<file path="config.mk">
export PLATFORM = sky130hd
export DESIGN_NAME = shift_add_mult
export DESIGN_NICKNAME = d
export VERILOG_FILES = /design/src/rtl/mult_pkg.sv /design/src/rtl/add_rc.sv /design/src/rtl/shift_add_mult.sv
export SDC_FILE = /design/constraint.sdc
export NUM_CORES = 1
export LEC_CHECK = 0
export ABC_CLOCK_PERIOD_IN_PS = 11600
export CORE_MARGIN = 4
export CORE_UTILIZATION = 56
export CTS_CLUSTER_DIAMETER = 120
export DETAILED_ROUTE_END_ITERATION = 16
export PLACE_DENSITY = 0.93
export SYNTH_ARGS = -nofsm -noshare
export SYNTH_HDL_FRONTEND = slang
export SYNTH_SLANG_ARGS = --single-unit
export TNS_END_PERCENT = 5
</file>
<file path="constraint.sdc">
create_clock -name clk -period 11.6 [get_ports clk]
set_input_delay 1.74 -clock clk [delete_from_list [all_inputs] [get_ports clk]]
set_output_delay 1.74 -clock clk [all_outputs]
set_load 0.005 [all_outputs]
</file>
<file path="src/rtl/mult_pkg.sv">
// rtl/mult_pkg.sv - shared state encoding, default width and counter sizing for shift_add_mult
package mult_pkg;

    localparam int WIDTH_DEF = 8;

    typedef enum logic [1:0] {
        IDLE = 2'd0,
        RUN  = 2'd1,
        DONE = 2'd2
    } state_t;

    // Step counter must hold the value W itself, hence W+1 codes.
    function automatic int cnt_width(input int w);
        return $clog2(w + 1);
    endfunction

endpackage

</file>
<file path="src/rtl/add_rc.sv">
// rtl/add_rc.sv - W-bit ripple-carry adder used as the single add stage of shift_add_mult
module add_rc #(
    parameter int W = 8
) (
    input  logic [W-1:0] x,
    input  logic [W-1:0] y,
    input  logic         ci,
    output logic [W-1:0] s,
    output logic         co
);

    logic [W:0] c;

    always_comb begin
        c    = '0;
        s    = '0;
        c[0] = ci;
        for (int i = 0; i < W; i++) begin
            s[i]     = x[i] ^ y[i] ^ c[i];
            c[i + 1] = (x[i] & y[i]) | (c[i] & (x[i] ^ y[i]));
        end
    end

    assign co = c[W];

endmodule

</file>
<file path="src/rtl/shift_add_mult.sv">
// rtl/shift_add_mult.sv - sequential shift-add unsigned multiplier; MULT_ZERO_BYPASS_EN enables zero-operand fast path
module shift_add_mult
    import mult_pkg::*;
#(
    parameter int WIDTH = WIDTH_DEF
) (
    input  logic               clk,
    input  logic               rst_n,
    input  logic               start,
    input  logic [WIDTH-1:0]   a,
    input  logic [WIDTH-1:0]   b,
    output logic               busy,
    output logic               done,
    output logic [2*WIDTH-1:0] product
);

    localparam int CW = cnt_width(WIDTH);

    state_t             state_q;
    state_t             state_d;
    logic [WIDTH-1:0]   md;
    logic [WIDTH-1:0]   acc;
    logic [WIDTH-1:0]   mq;
    logic [CW-1:0]      cnt;
    logic               done_q;
    logic [2*WIDTH-1:0] product_q;

    logic [WIDTH-1:0]   addend;
    logic [WIDTH-1:0]   sum;
    logic               cy;
    logic               zero_hit;

`ifdef MULT_ZERO_BYPASS_EN
    assign zero_hit = (a == '0) || (b == '0);
`else
    assign zero_hit = 1'b0;
`endif

    // A zero addend leaves acc unchanged and forces the carry to 0.
    assign addend = mq[0] ? md : '0;

    add_rc #(
        .W (WIDTH)
    ) u_add (
        .x  (acc),
        .y  (addend),
        .ci (1'b0),
        .s  (sum),
        .co (cy)
    );

    always_ff @(posedge clk or negedge rst_n) begin
        if (!rst_n) begin
            state_q <= IDLE;
        end else begin
            state_q <= state_d;
        end
    end

    always_comb begin
        state_d = state_q;
        case (state_q)
            IDLE: begin
                if (start) begin
                    state_d = zero_hit ? DONE : RUN;
                end
            end
            RUN: begin
                if (cnt == CW'(1)) begin
                    state_d = DONE;
                end
            end
            DONE:    state_d = IDLE;
            default: state_d = IDLE;
        endcase
    end

    always_ff @(posedge clk or negedge rst_n) begin
        if (!rst_n) begin
            md        <= '0;
            acc       <= '0;
            mq        <= '0;
            cnt       <= '0;
            done_q    <= 1'b0;
            product_q <= '0;
        end else begin
            done_q <= 1'b0;
            case (state_q)
                IDLE: begin
                    if (start) begin
                        md  <= a;
                        // Bypass lands in DONE directly, so {acc,mq} must already read zero.
                        mq  <= zero_hit ? '0 : b;
                        acc <= '0;
                        cnt <= CW'(WIDTH);
                    end
                end
                RUN: begin
                    // Carry out of the add becomes the new acc MSB after the shift.
                    acc <= {cy, sum[WIDTH-1:1]};
                    mq  <= {sum[0], mq[WIDTH-1:1]};
                    cnt <= cnt - CW'(1);
                end
                DONE: begin
                    product_q <= {acc, mq};
                    done_q    <= 1'b1;
                end
                default: ;
            endcase
        end
    end

    assign busy    = (state_q == RUN);
    assign done    = done_q;
    assign product = product_q;

endmodule

</file>
Word-level counts from Yosys, hierarchy flattened
Index checks and enable logic that the tools add are counted.
Widths: inputs -> output; s select.
{"block": "word_totals", "rom_bits": 0, "inputBits": 19, "wordCells": 66, "latch_bits": 0, "n_memories": 0, "mem_bits_rw": 0, "regBits": 47, "output_inout_bits": 18}
{"block": "classes", "addsub": 1, "div_mod_pow": 0, "bitwise": 37, "n_mux": 11, "magnitude_cmp": 0, "mul": 0, "n_shift": 0, "n_eq_ne": 5, "reduce_logical": 5}
{"operator": "$pmux 8 s2", "n": 2}
{"operator": "$mux 8", "n": 3}
{"operator": "$and 1x1->1", "n": 15}
{"operator": "$xor 1x1->1", "n": 15}
{"operator": "$pmux 4 s2", "n": 1}
{"operator": "$or 1x1->1", "n": 7}
{"operator": "$reduce_and 2->1", "n": 3}
{"operator": "$eq 4x1->1 const B", "n": 1}
{"operator": "$mux 2", "n": 2}
{"operator": "$mux 4", "n": 1}
{"operator": "$pmux 2 s2", "n": 1}
{"operator": "$sub 4x1->4 const B", "n": 1}
{"operator": "$eq 2x1->1 const B", "n": 1}
{"operator": "$eq 2x2->1 const B", "n": 1}
{"operator": "$logic_not 2->1", "n": 1}
{"operator": "$ne 2x1->1 const B", "n": 1}
{"operator": "$ne 2x2->1 const B", "n": 1}
{"operator": "$reduce_bool 2->1", "n": 1}
{"operator": "$mux 1", "n": 1}

Longest topological paths before layout
{"block": "depth", "depth_word": 17, "ltp_mapped": 14, "depth_no_buf": 13}

Cells and area by module
Synthesis repeated with hierarchy kept, for this count alone.
{"block": "hier_totals", "hier_cells": 193, "area_unflattened_um2": 2154.6}
{"module": "shift_add_mult", "area_per_inst_um2": 1956.9, "cells_per_inst": 175, "seq_area_each_um2": 1176.1, "n_inst": 1}
{"module": "add_rc", "area_per_inst_um2": 197.7, "cells_per_inst": 18, "seq_area_each_um2": 0.0, "n_inst": 1}

Least setup slack after synthesis
OpenSTA, ideal clock, no wires.
{"block": "synth_path", "kind": "reg-to-reg", "startpoint": "register mq[0]", "endpoint": "register acc[6]", "path_stages_with_launch": 15, "setup_time_ps": 130, "arrival_ps": 3506, "t_required_ps": 11470, "path_slack_ps": 7964, "synth_period_minus_slack_ps": 3636, "path_buffers": 1, "cell_sequence": "dfrtp_1 -> clkbuf_1 -> and2_1 -> ha_1 -> inv_1 -> fa_1 -> fa_1 -> fa_1 -> fa_1 -> fa_1 -> inv_1 -> fa_1 -> inv_1 -> fa_1 -> o21ai_0"}
{"block": "synth_via", "elab_chain_cells": 16, "elab_cells_between_ends": 29, "classes_between": "2 x mux; 27 x bitwise"}
{"element": "start, declared", "line_no": "shift_add_mult.sv:23", "source": "logic [WIDTH-1:0] mq;"}
{"element": "start signal, assigned", "line_no": "shift_add_mult.sv:93", "source": "mq <= zero_hit ? '0 : b;"}
{"element": "start signal, assigned", "line_no": "shift_add_mult.sv:101", "source": "mq <= {sum[0], mq[WIDTH-1:1]};"}
{"element": "$mux 8 (*)", "line_no": "shift_add_mult.sv:40", "source": "assign addend = mq[0] ? md : '0;"}
{"element": "$and 1x1->1 / $xor 1x1->1 (equally long branches)", "line_no": "add_rc.sv:20", "source": "c[i + 1] = (x[i] & y[i]) | (c[i] & (x[i] ^ y[i]));"}
{"element": "$and 1x1->1", "line_no": "add_rc.sv:20"}
{"element": "$or 1x1->1", "line_no": "add_rc.sv:20"}
{"element": "$and 1x1->1", "line_no": "add_rc.sv:20"}
{"element": "$or 1x1->1", "line_no": "add_rc.sv:20"}
{"element": "$and 1x1->1", "line_no": "add_rc.sv:20"}
{"element": "$or 1x1->1", "line_no": "add_rc.sv:20"}
{"element": "$and 1x1->1", "line_no": "add_rc.sv:20"}
{"element": "$or 1x1->1", "line_no": "add_rc.sv:20"}
{"element": "$and 1x1->1", "line_no": "add_rc.sv:20"}
{"element": "$or 1x1->1", "line_no": "add_rc.sv:20"}
{"element": "$and 1x1->1", "line_no": "add_rc.sv:20"}
{"element": "$or 1x1->1", "line_no": "add_rc.sv:20"}
{"element": "$xor 1x1->1 (*)", "line_no": "add_rc.sv:19", "source": "s[i] = x[i] ^ y[i] ^ c[i];"}
{"element": "$pmux 8 s2 (*)", "line_no": "shift_add_mult.sv:88", "source": "case (state_q)"}
{"element": "end signal, assigned", "line_no": "shift_add_mult.sv:100", "source": "acc <= {cy, sum[WIDTH-1:1]};"}
{"element": "end, declared", "line_no": "shift_add_mult.sv:22", "source": "logic [WIDTH-1:0] acc;"}
Mark *: on every way between the ends. The rest lies on a longest branch, timed or not.
A chain may end at the register's enable or synchronous reset.

Worst setup path in the final report
{"block": "layout_path", "startpoint": "register state_q[1]", "endpoint": "output port busy"}
{"block": "layout_via", "elab_chain_cells": 1}
{"element": "start, declared", "line_no": "shift_add_mult.sv:19", "source": "state_t state_q;"}
{"element": "start signal, assigned", "line_no": "shift_add_mult.sv:56", "source": "state_q <= state_d;"}
{"element": "$eq 2x1->1", "line_no": "shift_add_mult.sv:113", "source": "assign busy = (state_q == RUN);"}
{"element": "end, declared", "line_no": "shift_add_mult.sv:12", "source": "output logic busy,"}
No other way between the ends.

==> qor.yml <==
run_status:
  outcome: "finished, final reports clean"
power:
  p_leak_nw: 1.12
  p_per_area_mw_per_mm2: 240
  irDropWorstVdd_mv: 0.136
sta:
  tightest_slew_ns: 1.04
  setup_viol: 0
  maxSlewHeadroom_pct: 30.3
  post-route-period-util_pct: 32.9
  rsz0062_at_grt: "false"
  skew_ns: 0.00637
  drv_slew: 0
  timing.final.hold_violations: 0
  period_needed_ns: 3.82
  setup_tns_ns: 0
  fmaxAchievable_mhz: 262
clock_tree:
  numCtsBuffers: 5
  ctsResizeCount: 0
  postCtsSetupBuffers: 0
  cts_tree: "done"
  htree_levels: 2
  hold_buffers: 0
  clock_sinks: 47
  clock_path_buffers: 2
  cts_root_buf: "clkbuf_8"
  worstSkewPairLatency_ns: 0.30
  path_clk_slew_ns: 0.08
setup_path:
  worstPathMaxFanout: 14
  endpoint_kind: "output pin"
  path_class: "flip-flop to output pin"
  cp-start-kind: "flip-flop"
  worstPathArrival_ns: 2.08
  required_ns: 9.86
logic_synthesis:
  ys_ff_latch: 47
  synth_commonest_cells: "dfrtp_1, nand2_1, o21ai_0, mux2_2, inv_1"
  syn_inst: 182
  synth_top_area_share_pct: 55.6
  synth_fa_ha_area_share_pct: 8.40
  syn-num-nets: 211
  synth_edf_count: 0
  synthSimpleGateAreaFrac_pct: 10.0
  ys_types: 25
  seq_area_frac_synth_pct: 55.6
  synth_compound_area_share_pct: 11.0
  async_reset_ff_share_pct: 100
  yosys.area.top_type: "dfrtp_1"
  yosysMostFrequentCell: "dfrtp_1"
  yosys-mux-area-fraction_pct: 10.6
  syn_area_mm2: 0.00211
  ys.flop_type: "dfrtp_1"
  ys_warn_count: 0
  synth_top_family_by_area: "compound AO/OA/AOI/OAI gates"
  synth_area_leaders: "dfrtp_1, mux2_2, fa_1"
  synth_area_per_cell_um2: 11.6
  yosys.area_share.xor_xnor_pct: 0
global_route:
  grt_usage_pct: 18.0
  grt_max_degree: 48
  antenna_found_initial: 0
  grt_pass1_vias: 1469
  overflow: 0
  grt_pass1_wl_um: 6950
die:
  row_count: 22
  fp.dieH_um: 69.5
  start_util_pct: 57.8
  die_w_um: 69.5
  core_area_mm2: 0.00366
  ioPinCount: 37
  die_area_mm2: 0.00482
detailed_routing:
  finalWirelength_um: 4040
  wire_per_inst_um: 15.2
  drt_iter0_markers: 66
  firstDrtPassIters: 4
  num_vias: 1436
  vias_per_cell: 5.40
  drc: 0
  antenna_left: 0
placed_design:
  dp_cells: 258
  numPortBuffers: 36
  hpwl_um: 2870
  place_congestion: 0.800
job:
  maxCapViolCount: 0
finish:
  layout.nets: 246
  fin_cells: 266
  areaGrowthSynthToFinish_pct: 22.6
  diodes: 0
  drive_above_1_share_pct: 14.2
worst_hold_path:
  hp-class: "flip-flop to flip-flop"
[through the flow]
step                      hold slack [ns]  instance area [um2]  total power, mW  setup slack [ns]  util (%)
after floorplan                     0.450                 2110            0.418              7.96         -
after global placement              0.461                 2490            0.503              8.00      68.1
after detailed placement            0.478                 2490            0.522              7.90      68.1
after CTS                           0.497                 2590            0.624              7.82      70.8
after global routing                0.527                 2590            0.666              7.63      70.8
final                               0.501                 2590            0.621              7.78      70.8
[report_power, final]
| group | leakage (nW) | internal, mW | switching, mW | total, mW |
|---|---|---|---|---|
| clock network | 0.0474 | 0.0486 | 0.0545 | 0.103 |
| registers | 0.596 | 0.234 | 0.0558 | 0.289 |
| logic | 0.481 | 0.128 | 0.101 | 0.229 |
| total | 1.12 | 0.410 | 0.211 | 0.621 |
[state kept, by name, indices dropped and copies added, names as in the netlist]
name and cells:
acc 8, cnt 4, done 1, md 8, mq 8, product 16, state_q 2
[cells in the final DEF, fill, tap and decap left out]
master / synthesis / routed
nor2_1: 2 / 2
nor4_1: 1 / 1
nand2b_1: 2 / 2
and2b_4: 1 / 1
mux2i_1: 1 / 1
buf_2: 2 / 1
a21oi_1: 8 / 8
inv_2: 1 / 1
o21ai_1: 1 / 1
clkbuf_8: 0 / 6
ha_1: 3 / 3
a22oi_1: 6 / 6
clkinvlp_4: 0 / 1
nor3b_1: 2 / 2
o21ai_0: 22 / 22
a22o_1: 2 / 2
and2_1: 3 / 3
nor2b_1: 6 / 6
nand2_1: 23 / 23
clkinv_4: 0 / 1
clkdlybuf4s50_1: 0 / 35
o21bai_1: 2 / 2
dfrtp_1: 47 / 47
inv_1: 12 / 12
buf_4: 2 / 1
mux2_2: 19 / 19
and3b_1: 2 / 2
fa_1: 7 / 7
[final timing paths]
path	start	end	slack (ns)	cells after the start
max	state_q[1]$_DFFE_PN0P_	busy	7.78	3
min	cnt[3]$_DFFE_PN0P_	cnt[3]$_DFFE_PN0P_	0.50	1
max reg2reg	mq[0]$_DFFE_PN0P_	acc[6]$_DFFE_PN0P_	7.86	13
min reg2reg	cnt[3]$_DFFE_PN0P_	cnt[3]$_DFFE_PN0P_	0.50	1
max in group asynchronous	rst_n	md[0]$_DFFE_PN0P_	9.39	1
min in group asynchronous	rst_n	md[5]$_DFFE_PN0P_	1.60	1
[per-layer routing]
| metal | vias to the layer above | global-route usage (%) | part of all wire, % | wire [um] |
|---|---|---|---|---|
| li1 | 684 | - | - | - |
| met1 | 712 | 24.2 | 44 | 1790 |
| met2 | 35 | 29.0 | 49 | 1990 |
| met3 | 5 | 4.06 | 5.0 | 201 |
| met4 | 0 | 6.29 | 1.4 | 55 |
| met5 | - | 0 | 0 | 0 |
[logic make-up (layout without fill, tap and decap cells)]
group,after synthesis,count (layout)
AND/OR/NAND/NOR,42,42
AO/OA/AOI/OAI,41,41
multiplexers,20,20
flip-flops,47,47
buffers and inverters,22,58
adder cells (fa/ha/maj),10,10
[final cells by class]
class,instances,area [um2]
multi-input combinational,113,846
inverter,13,48.8
tap,48,60.1
clock inverter,2,16.3
sequential,47,1180
clock buffer,6,82.6
fill,260,1070
timing repair buffer,37,363
[worst max-delay path, cell delays in order (launching register included)]
cell	delay (ns)
dfrtp_1	0.53
nand2b_1	0.42
inv_2	0.29
clkdlybuf4s50_1	0.54
Power figures use the tool's default switching activity.
